<file path="src/rtl/uart_cmd_rx.sv">
`default_nettype none
// ============================================================================
// Module   : uart_cmd_rx
// Purpose  : 8-bit UART receiver for host command bytes. The line idles high.
//            Each bit is split into 16 oversample ticks. The bit value is the
//            majority of the samples taken at ticks 7, 8 and 9. Received
//            bytes go into a small first-word-fall-through FIFO that the
//            consumer drains over a valid/ready handshake.
//
// Ports    : clk        in   system clock
//            rstn       in   synchronous active-low reset
//            uart_rxd   in   asynchronous serial input, idle high
//            rx_data    out  FIFO head byte, 0x00 while the FIFO is empty
//            rx_valid   out  FIFO not empty
//            rx_ready   in   consumer accept; a pop is rx_valid & rx_ready
//            frame_err  out  one-cycle pulse when the stop bit is sampled low
//            parity_err out  one-cycle pulse on parity mismatch (0 w/o macro)
//            ovf_err    out  sticky; a good byte was dropped on a full FIFO
//            clr_err    in   clears ovf_err (a new overflow takes priority)
//            busy       out  receiver is not idle
//
// Options  : `define UART_RX_PARITY_EN adds an even-parity bit after the data
//            bits (8E1, 11-bit frames). Without it, frames are 8N1.
//
// Revision : 1.0  initial release
// ============================================================================
module uart_cmd_rx #(
    parameter int CLKS_PER_TICK = 27,   // 2..4095, 16 ticks per bit
    parameter int FIFO_DEPTH    = 4     // power of two, 2..16
) (
    input  logic       clk,
    input  logic       rstn,
    input  logic       uart_rxd,
    output logic [7:0] rx_data,
    output logic       rx_valid,
    input  logic       rx_ready,
    output logic       frame_err,
    output logic       parity_err,
    output logic       ovf_err,
    input  logic       clr_err,
    output logic       busy
);

    localparam int          c_AW        = $clog2(FIFO_DEPTH);
    localparam logic [11:0] c_TICK_LAST = 12'(CLKS_PER_TICK - 1);

    localparam logic [2:0] c_ST_IDLE   = 3'd0;
    localparam logic [2:0] c_ST_START  = 3'd1;
    localparam logic [2:0] c_ST_DATA   = 3'd2;
    localparam logic [2:0] c_ST_STOP   = 3'd3;
`ifdef UART_RX_PARITY_EN
    localparam logic [2:0] c_ST_PARITY = 3'd4;
`endif

    // ------------------------------------------------------------------------
    // Input synchronizer. Both flops reset to the idle level so that reset
    // never looks like a start edge.
    // ------------------------------------------------------------------------
    logic r_sync1;
    logic r_sync2;
    logic w_rxd_s;

    always_ff @(posedge clk) begin
        if (!rstn) begin
            r_sync1 <= 1'b1;
            r_sync2 <= 1'b1;
        end else begin
            r_sync1 <= uart_rxd;
            r_sync2 <= r_sync1;
        end
    end

    assign w_rxd_s = r_sync2;

    // ------------------------------------------------------------------------
    // Receive state and bit timing
    // ------------------------------------------------------------------------
    logic [2:0]  r_state;
    logic [2:0]  w_state_nxt;
    logic        r_armed;
    logic [11:0] r_presc;
    logic [3:0]  r_tick_cnt;
    logic [2:0]  r_bit_idx;
    logic        r_samp7;
    logic        r_samp8;
    logic [7:0]  r_shreg;
    logic        r_frame_err;
    logic        r_parity_err;

    logic w_tick;
    logic w_decide;
    logic w_bit_end;
    logic w_maj;
    logic w_stop_dec;
    logic w_parity_bad;
    logic w_push;

    assign w_tick    = (r_presc == c_TICK_LAST);
    // The decision cycle is the last clock of tick 9; the bit ends on the
    // last clock of tick 15.
    assign w_decide  = w_tick && (r_tick_cnt == 4'd9);
    assign w_bit_end = w_tick && (r_tick_cnt == 4'd15);
    // The tick-9 sample is the live synchronized value in the decision cycle.
    assign w_maj     = (r_samp7 & r_samp8) | (r_samp7 & w_rxd_s) | (r_samp8 & w_rxd_s);

    assign w_stop_dec = (r_state == c_ST_STOP) && w_decide;

`ifdef UART_RX_PARITY_EN
    logic r_par_bit;
    // Even parity: data bits plus parity bit must XOR to zero.
    assign w_parity_bad = ^{r_shreg, r_par_bit};
`else
    assign w_parity_bad = 1'b0;
`endif

    assign w_push = w_stop_dec && w_maj && !w_parity_bad;

    always_ff @(posedge clk) begin
        if (!rstn) begin
            r_state <= c_ST_IDLE;
        end else begin
            r_state <= w_state_nxt;
        end
    end

    always_comb begin
        w_state_nxt = r_state;
        case (r_state)
            c_ST_IDLE: begin
                if (!w_rxd_s && r_armed) begin
                    w_state_nxt = c_ST_START;
                end
            end
            c_ST_START: begin
                // A start bit that reads high at mid-bit was a glitch.
                if (w_decide && w_maj) begin
                    w_state_nxt = c_ST_IDLE;
                end else if (w_bit_end) begin
                    w_state_nxt = c_ST_DATA;
                end
            end
            c_ST_DATA: begin
                if (w_bit_end && (r_bit_idx == 3'd7)) begin
`ifdef UART_RX_PARITY_EN
                    w_state_nxt = c_ST_PARITY;
`else
                    w_state_nxt = c_ST_STOP;
`endif
                end
            end
`ifdef UART_RX_PARITY_EN
            c_ST_PARITY: begin
                if (w_bit_end) begin
                    w_state_nxt = c_ST_STOP;
                end
            end
`endif
            c_ST_STOP: begin
                // Return at mid-stop so that a start edge can follow at once.
                if (w_decide) begin
                    w_state_nxt = c_ST_IDLE;
                end
            end
            default: begin
                w_state_nxt = c_ST_IDLE;
            end
        endcase
    end

    always_ff @(posedge clk) begin
        if (!rstn) begin
            r_armed      <= 1'b0;
            r_presc      <= 12'd0;
            r_tick_cnt   <= 4'd0;
            r_bit_idx    <= 3'd0;
            r_samp7      <= 1'b1;
            r_samp8      <= 1'b1;
            r_shreg      <= 8'h00;
            r_frame_err  <= 1'b0;
            r_parity_err <= 1'b0;
        end else begin
            // Timing counters are held at zero while idle, so they start from
            // zero on entry to START.
            if (r_state == c_ST_IDLE) begin
                r_presc    <= 12'd0;
                r_tick_cnt <= 4'd0;
                r_bit_idx  <= 3'd0;
            end else begin
                if (w_tick) begin
                    r_presc    <= 12'd0;
                    r_tick_cnt <= r_tick_cnt + 4'd1;
                end else begin
                    r_presc <= r_presc + 12'd1;
                end
                if (w_tick && (r_tick_cnt == 4'd7)) begin
                    r_samp7 <= w_rxd_s;
                end
                if (w_tick && (r_tick_cnt == 4'd8)) begin
                    r_samp8 <= w_rxd_s;
                end
                if ((r_state == c_ST_DATA) && w_decide) begin
                    r_shreg <= {w_maj, r_shreg[7:1]};
                end
                if ((r_state == c_ST_DATA) && w_bit_end) begin
                    r_bit_idx <= r_bit_idx + 3'd1;
                end
            end

            // Re-arming needs the line to be seen high in IDLE, so a held-low
            // line (break) after a frame cannot start a new one.
            if ((r_state == c_ST_IDLE) && w_rxd_s) begin
                r_armed <= 1'b1;
            end else if (w_stop_dec) begin
                r_armed <= 1'b0;
            end

            r_frame_err  <= w_stop_dec && !w_maj;
            r_parity_err <= w_stop_dec && w_maj && w_parity_bad;
        end
    end

`ifdef UART_RX_PARITY_EN
    always_ff @(posedge clk) begin
        if (!rstn) begin
            r_par_bit <= 1'b0;
        end else if ((r_state == c_ST_PARITY) && w_decide) begin
            r_par_bit <= w_maj;
        end
    end
    assign parity_err = r_parity_err;
`else
    assign parity_err = 1'b0;
`endif

    assign frame_err = r_frame_err;
    assign busy      = (r_state != c_ST_IDLE);

    // ------------------------------------------------------------------------
    // Output FIFO. Pointers carry one extra wrap bit to tell full from empty.
    // ------------------------------------------------------------------------
    logic [7:0]    r_mem [FIFO_DEPTH];
    logic [c_AW:0] r_wr_ptr;
    logic [c_AW:0] r_rd_ptr;
    logic          r_ovf_err;
    logic          w_empty;
    logic          w_full;
    logic          w_pop;
    logic          w_do_push;

    assign w_empty = (r_wr_ptr == r_rd_ptr);
    assign w_full  = (r_wr_ptr[c_AW] != r_rd_ptr[c_AW]) &&
                     (r_wr_ptr[c_AW-1:0] == r_rd_ptr[c_AW-1:0]);
    assign w_pop   = !w_empty && rx_ready;
    // A pop in the same cycle frees the slot, so a full FIFO still accepts.
    assign w_do_push = w_push && (!w_full || w_pop);

    always_ff @(posedge clk) begin
        if (w_do_push) begin
            r_mem[r_wr_ptr[c_AW-1:0]] <= r_shreg;
        end
    end

    always_ff @(posedge clk) begin
        if (!rstn) begin
            r_wr_ptr  <= '0;
            r_rd_ptr  <= '0;
            r_ovf_err <= 1'b0;
        end else begin
            if (w_do_push) begin
                r_wr_ptr <= r_wr_ptr + 1'b1;
            end
            if (w_pop) begin
                r_rd_ptr <= r_rd_ptr + 1'b1;
            end
            if (w_push && w_full && !w_pop) begin
                r_ovf_err <= 1'b1;
            end else if (clr_err) begin
                r_ovf_err <= 1'b0;
            end
        end
    end

    assign rx_valid = !w_empty;
    // Storage is not reset; masking keeps rx_data at 0x00 when empty.
    assign rx_data  = w_empty ? 8'h00 : r_mem[r_rd_ptr[c_AW-1:0]];
    assign ovf_err  = r_ovf_err;

endmodule
`default_nettype wire

</file>
<file path="config.mk">
export PLATFORM = sky130hd
export DESIGN_NAME = uart_cmd_rx
export DESIGN_NICKNAME = d
export VERILOG_FILES = /design/src/rtl/uart_cmd_rx.sv
export SDC_FILE = /design/constraint.sdc
export NUM_CORES = 1
export LEC_CHECK = 0
export BUFFER_PORTS_ARGS = -buffer_cell sky130_fd_sc_hd__buf_2
export CAP_MARGIN = 30
export CORE_MARGIN = 5
export CORE_UTILIZATION = 40
export CTS_CLUSTER_DIAMETER = 80
export DETAILED_ROUTE_END_ITERATION = 7
export PLACE_DENSITY_LB_ADDON = 0.1
export SLEW_MARGIN = 25
export SYNTH_ARGS = -nofsm -noshare
export SYNTH_HDL_FRONTEND = slang
export SYNTH_SLANG_ARGS = --single-unit
</file>
<file path="constraint.sdc">
create_clock -name clk -period 3.2 [get_ports clk]
set_input_delay 0.48 -clock clk [delete_from_list [all_inputs] [get_ports clk]]
set_output_delay 0.48 -clock clk [all_outputs]
set_load 0.005 [all_outputs]
</file>
==> impl_results.md, run 1 <==
* Status: completed
* Root Driver: clkbuf_8
* Remaining Overflow, GRT at 0
* Crit Path Class: flop to primary output
* Gpl congestion at about 0.76
* Yosys top cell area share at 28.6%
* Synth Area per Inst at 11.3 um^2
* Slew at the pin with the worst max-slew slack at roughly 0.72 ns
* # clock sinks at 76
* Rows at 33
* Slowest-stage cell, CP: dfxtp_1
* Post-CTS Setup Inserts at 0
* Max Cap Violations at 0
* Synth Flop Type: dfxtp_1
* Via density at 5.14
* Synth top area cells: edfxtp_1 29%, dfxtp_1 26%, mux4_2 5.4%, ha_1 4.5%, xor2_1 3.4%
* Area leader, netlist: edfxtp_1
* FFs w/ async S/R, synth at 0%
* Share of layout cells above drive strength 1 at 14.9%
* Routed met3 length at ~190 um
* Initial DRC Count at between 80 and 90
* Most frequent cell after synthesis: dfxtp_1
* Utilization after layout at 45.3%
* Synthesized area at approximately 3400 um^2
* # IOs at 18
* PD cells at 475 nW/um^2
* Max FO, Critical Path at 8
* First-pass GRT wire length at 10400 um
* Mux cell area share after synthesis at under 10%
* Die Wd at between 100 and 150 um
* Largest family of logic cells by synthesized area: simple AND/OR/NAND/NOR gates
* Num CTS Buffers at 9
* Startpoint Class: flop
* Area grow syn2layout at 10.5%
* IO Port Bufs at 16
* # DRC at 0
* RSZ-0062 raised after global routing: false
* Achievable Freq at 437 MHz
* Final Setup Violations at 0
* Final period util at 71.6%
* Clock Tree Buf Depth at 2
* Post-synthesis register bit count at 76
* Hold path depth at 2
* Hold Path Class: input pin to flop
* Post-DP HPWL at 4490 um
* Type of destination of the critical path: primary output
* Cell Chain, Critical Path: mux4_2 -> nor2b_1 -> buf_2
* Static Leak at between 0.001 and 0.0015 uW
* N_diodes at 0
* Register area share after synthesis at a little over half
* Highest Signal Layer: met4
* HP Start: uart_rxd
* Worst-path clk slew at around 0.080 ns
* Synth cell count leaders: 44 x dfxtp_1, 32 x edfxtp_1, 22 x nor2_1, 19 x a21oi_1, 16 x nand3_1
* GRT Total Usage at 12.9%
* Net Count, Synth at 314
* Vias in the first global route at 2148
* ANT nets after route at 0
* Post-synthesis compound-gate area fraction at 6.77%
* Max VDD drop at 0.000247 V
* NumNets Final at ~330
* Reg-to-Reg End: r_mem[0][1]
* Die Y at a little over 100 um
* Yosys warnings at 0
* RR Startpoint: r_presc[0]
* Initial antenna violation count at 0
* CTS tree: yes
* R2R setup slack at between 1 and 1.5 ns
* Final Max Slew Viols at 0
* Area post-placement at 3510 um^2
* Hold buffers post-CTS at 0
* Req. time, crit path at 2.72 ns
* WL met1 at roughly 2800 um
* Core box area at 8220 um^2
* Synth Area in Simple Gates at 19.4%
* Post-synth EDFFs at 32
* Worst-Skew Late Latency at 0.34 ns
* Drt pass-1 iters at 4
* CTS H-Tree Depth at 3
* Gate Count Post-Synth at 297
* Die footprint at 10300 um^2
* Starting density of the core at 41.0%
* Clk_skew at 0.00912 ns
* Final min period at 2.29 ns
* Setup TNS at 0 ns
* WHS at roughly 0.32 ns
* CP peak stage delay at roughly 0.64 ns
* Avg WL per Cell at 14.4 um
* Final Hold Fails at 0
* Total power at 1770 uW
* Synth Area in Adders at 4.76%
* Unique masters post-synth at 48
* Filler cell count at roughly 760
* Hold endpoint: r_sync1
* Post-CTS sizing at 0
* Design Area, Final at ~3700 um^2
* Detail Route met2 WL at 2930 um
* Rel. slew slack at between 50% and 60%
* Vias at 2162
* Largest net degree at the start of global routing at 23
* Routed WL at 6070 um
* Xor and xnor area share after synthesis at 4.42%
* Crit path DAT at 1.81 ns
* Worst reg2reg path depth at 6
## routing by layer
layer / track usage (%) / vias to the layer above
met5: 0 / -
met3: 2.69 / 11
met1: 16.3 / 1010
met2: 21.0 / 29
li1: - / 1112
met4: 6.13 / 0
## placed cells by master (no fill, tap or decap), types with 2 or more instances in the layout
master / count
dfxtp_1: 44
nand4_1: 11
edfxtp_1: 32
and2_1: 5
mux4_2: 8
clkbuf_8: 9
mux2i_1: 4
nand3_1: 16
nor2_1: 22
a31oi_1: 2
ha_1: 12
nor3_1: 5
xor2_1: 13
clkinv_4: 4
and4_1: 2
nor4_1: 4
nand2_1: 13
inv_1: 9
nor3b_1: 2
buf_2: 16
o31ai_1: 4
nor2b_1: 11
o21ai_0: 13
a21oi_1: 19
or4_1: 2
and3_1: 2
xnor2_1: 4
nand2b_1: 7
## logic make-up after synthesis
logic type | Yosys count
xor gates and xnor gates | 17
muxes | 12
buffers and inverters | 23
AOI/OAI and AO/OA | 41
adders and majority gates | 13
DFF | 76
and+or+nand+nor | 114
other | 1
## worst max-delay path by stage
stage / to / slack [ns] / depth (start not counted)
floorplan: r_mem[3][0] / 1.38 / 6
global placement: r_mem[0][6] / 1.10 / 4
detailed placement: r_mem[0][4] / 1.04 / 6
CTS: rx_data[5] / 0.85 / 3
global route: rx_data[1] / 0.75 / 3
finish: rx_data[5] / 0.91 / 3
## final cells by class
class | instances | area [um^2] | share of cell area, %
tap | 105 | 131 | 3.53
sequential | 76 | 1840 | 49.5
timing repair buffer | 17 | 87.6 | 2.36
clock buffer | 9 | 124 | 3.33
inverter | 9 | 33.8 | 0.908
clock inverter | 7 | 85.1 | 2.29
multi-input combinational | 198 | 1420 | 38.1
## report_power, final
group	switching [uW]	total (uW)	internal [uW]	leakage, uW
Combinational	10.5	15.5	5.02	0.000546
Clock	372	746	373	0.000106
Sequential	1.88	1000	1000	0.000652
Total	385	1770	1380	0.00130
## sequential cells by signal, summed over array words and instances (netlist names), 2 cells and up, named ones only
| register | flops |
|---|---|
| r_bit_idx | 3 |
| r_mem | 32 |
| r_presc | 12 |
| r_rd_ptr | 3 |
| r_shreg | 8 |
| r_state | 2 |
| r_tick_cnt | 4 |
| r_wr_ptr | 3 |
## worst max-delay path: cells and delay by family, from the launching register on
family	cells	cell delay (ns)
buffers and inverters	1	0.12
flip-flops	1	0.64
multiplexers	1	0.56
AND/OR/NAND/NOR	1	0.14
## through the flow
step / setup slack [ns] / std cells
2_1_floorplan: 1.38 / 297
3_3_place_gp: 1.10 / 405
3_5_place_dp: 1.04 / 405
4_1_cts: 0.849 / 421
5_1_grt: 0.755 / 421
6_report: 0.910 / 421
Power figures use the tool's default switching activity.
==> run 2: changes to the inputs <==
Settings changed: ABC_AREA set to 1.
Clock period 3.2 ns to 2 ns, I/O delays scaled along.
==> run 2 against run 1 <==
  * Clock skew up 0.0011 ns
  * Via count increased by 9.7%
  * Routed wire length is 6.7% higher
  * Critical path type unchanged
  * Critical endpoint is now rx_data[2]
  * Largest cell class unchanged
  * Largest power group unchanged
==> impl_results.md, run 2 <==
* Status: completed (unchanged)
* Clock power frac at 34.7% (was 42.2%)
* Worst-Skew Late Latency at 0.34 ns (about the same)
* Commonest non-fill, non-tap cell in the layout: nor2_1 (was dfxtp_1)
* Power Internal at 2350 uW (was 1380 uW)
* Sw Share at 26.0% (was 21.8%)
* # clock sinks at 76 (unchanged)
* Crit Path Class: flop to primary output (unchanged)
* Clk_skew at 0.0102 ns (was 0.00912 ns)
* Die footprint at 10200 um^2 (was 10300 um^2)
* Max FO, Critical Path at 16 (was 8)
* Rows at 33 (unchanged)
* Synth Flop Type: dfxtp_1 (unchanged)
* Max FFs per register at 32 (unchanged)
* Post-DP HPWL at 4930 um (was 4490 um)
* Clock Tree Buf Depth at 2 (unchanged)
* Worst reg2reg path depth at 8 (was 6)
* Initial DRC Count at 75 (was 86)
* Area grow syn2layout at 13.7% (was 10.5%)
* Logic pwr share at 12.2% (was 0.9%)
* Reg-to-Reg End: r_mem[1][2] (was r_mem[0][1])
* Register area share after synthesis at 55.6% (was 54.7%)
* PD cells at 842 nW/um^2 (was 475 nW/um^2)
* Type of destination of the critical path: primary output (unchanged)
* Most frequent cell after synthesis: nor2_1 (was dfxtp_1)
* Hold buffers post-CTS at 0 (unchanged)
* NumNets Final at 414 (was 328)
* Final Max Slew Viols at 0 (unchanged)
* Synth Area per Inst at 9.06 um^2 (was 11.3 um^2)
* Hold endpoint: r_sync1 (unchanged)
* Final min period at 1.84 ns
* Yosys warnings at 0 (unchanged)
* Worst-path clk slew at 0.08 ns (about the same)
* Final Setup Violations at 0 (unchanged)
* Crit path DAT at 1.54 ns (was 1.81 ns)
* Vias in the first global route at 2291 (was 2148)
* Die Y at 101 um (was 102 um)
* RSZ-0062 raised after global routing: false (unchanged)
* CTS tree: yes (unchanged)
* Core box area at 8130 um^2 (was 8220 um^2)
* HP Start: uart_rxd (unchanged)
* Remaining Overflow, GRT at 0 (unchanged)
* Post-synth EDFFs at 32 (unchanged)
* Synthesized area at 3310 um^2 (was 3370 um^2)
* Avg WL per Cell at 12.8 um (was 14.4 um)
* Synth cell count leaders: 62 x nor2_1, 47 x inv_1, 47 x nand2_1, 44 x dfxtp_1, 32 x edfxtp_1 (was 44 x dfxtp_1, 32 x edfxtp_1, 22 x nor2_1, 19 x a21oi_1, 16 x nand3_1)
* Starting density of the core at 40.7% (was 41.0%)
* Yosys top cell area share at 29.0% (was 28.6%)
* Max VDD drop at 0.000356 V (was 0.000247 V)
* Num CTS Buffers at 9 (unchanged)
* Post-synthesis register bit count at 76 (unchanged)
* N_diodes at 0 (unchanged)
* Static Leak at 0.00163 uW (was 0.00130 uW)
* Synth top area cells: edfxtp_1 29%, dfxtp_1 27%, nor2_1 7.0%, inv_1 5.3%, nand2_1 5.3% (was edfxtp_1 29%, dfxtp_1 26%, mux4_2 5.4%, ha_1 4.5%, xor2_1 3.4%)
* Routed WL at 6480 um (was 6070 um)
* Largest net degree at the start of global routing at 17 (was 23)
* Most frequent cells in the layout: 62 x nor2_1, 47 x nand2_1, 46 x inv_1, 43 x dfxtp_1, 32 x edfxtp_1 (was 44 x dfxtp_1, 32 x edfxtp_1, 22 x nor2_1, 19 x a21oi_1)
* R2R setup slack at 0.20 ns (was 1.05 ns)
* Die Wd at 101 um (was 102 um)
* Vias at 2371 (was 2162)
* Sequential share of power at 53.1% (was 56.9%)
* # DRC at 0 (unchanged)
* Sw power at 827 uW (was 385 uW)
* Gpl congestion at 0.819 (was 0.757)
* Final period util at 92.2%
* Startpoint Class: flop (unchanged)
* # IOs at 18 (unchanged)
* DP Cell Count at 490 (was 405)
* Hold path depth at 2 (unchanged)
* FFs w/ async S/R, synth at 0% (unchanged)
* Share of layout cells above drive strength 1 at 14.4% (was 14.9%)
* First-pass GRT wire length at 10900 um (was 10400 um)
* Initial antenna violation count at 0 (unchanged)
* Via density at 4.68 (was 5.14)
* Achievable Freq at about 540 MHz
* Utilization after layout at 46.3% (was 45.3%)
* Root Driver: clkbuf_8 (unchanged)
* Post-Layout Cell Count at 507 (was 421)
* Filler cell count at 803 (was 761)
* Hold Path Class: input pin to flop (unchanged)
* Drt pass-1 iters at 4 (unchanged)
* Net Count, Synth at 383 (was 314)
* RR Startpoint: r_presc[1] (was r_presc[0])
* Gate Count Post-Synth at 366 (was 297)
* Setup TNS at 0 ns (unchanged)
* GRT Total Usage at 14.0% (was 12.9%)
* Max Cap Violations at 0 (unchanged)
* ANT nets after route at 0 (unchanged)
* Final Hold Fails at 0 (unchanged)
* Req. time, crit path at 1.70 ns (was 2.72 ns)
* Area leader, netlist: edfxtp_1 (unchanged)
* IO Port Bufs at 16 (unchanged)
* CTS H-Tree Depth at 3 (unchanged)
* Unique masters post-synth at 35 (was 48)
run 2: changes by cell type after synthesis, moves of 8 or more:
cell,change
inv_1,+38
mux4_2,-8
nand2_1,+34
nand4_1,-9
nor2_1,+40
nor2b_1,-11
o32ai_1,+8
xor2_1,-8
run 2: timing repair:
item,CTS,global route
setup endpoints to repair,0,24
buffers inserted,0,1
gates resized for setup,0,3
run 2: per-stage QoR:
step | setup WS, ns | hold WS [ns] | instance area, um^2 | power, uW
final | 0.156 | 0.139 | 3770 | 3180
after global routing | 0.0110 | 0.145 | 3770 | 3350
after CTS | 0.0288 | 0.128 | 3750 | 3210
after detailed placement | 0.161 | 0.399 | 3570 | 2110
after global placement | 0.199 | 0.399 | 3570 | 2100
after floorplan | 0.125 | 0.393 | 3310 | 1980
run 2: cell type report:
type	count	area (um^2)	area share [%]
repair buffers	28	170	4.51
multi-input cells	233	1250	33.2
well taps	105	131	3.48
inverters	49	190	5.04
clock inverters	6	55.1	1.46
clock buffers	10	128	3.39
flip-flops and latches	76	1840	48.9
run 2: cell families (layout without fill, tap and decap cells):
logic type,after synthesis,count (layout),share of synthesized area [%]
AND/OR/NAND/NOR,149,149,19.9
flip-flops,76,76,55.6
AO/OA/AOI/OAI,62,62,10.8
buffers and inverters,57,93,6.80
adder cells (fa/ha/maj),12,12,4.53
XOR/XNOR,9,9,2.38
other,1,1,0.113
run 2: metal layers:
layer  vias to the layer above  GRT usage (%)  wire length [um]
li1                       1264              -                 -
met1                      1072           16.9              2930
met2                        26           24.4              3270
met3                         9           2.77               166
met4                         0           5.52               104
met5                         -              0                 0
run 2: worst max-delay path by stage:
| stage | slack [ns] | end | startpoint |
|---|---|---|---|
| after floorplan | 0.13 | r_mem[0][0] | r_presc[0] |
| after global placement | 0.20 | r_mem[1][6] | r_presc[0] |
| after detailed placement | 0.16 | r_mem[1][6] | r_presc[0] |
| after CTS | 0.03 | rx_data[6] | r_wr_ptr[1] |
| after global routing | 0.01 | r_mem[0][1] | r_presc[0] |
| final | 0.16 | rx_data[2] | flop |
run 2: critical path, stage by stage, from the launching register on:
cell,delay (ns)
dfxtp_1,0.37
buf_4,0.22
nor2_1,0.09
o32ai_1,0.29
nand2_1,0.08
inv_1,0.05
buf_2,0.10
run 2: power groups by stage:
stage	clock network, uW	registers (uW)	logic, uW
6_report	1100	1690	388
5_1_grt	1200	1690	454
4_1_cts	1130	1680	390
3_5_place_dp	0	1720	388
3_3_place_gp	0	1720	387
2_1_floorplan	0	1710	278
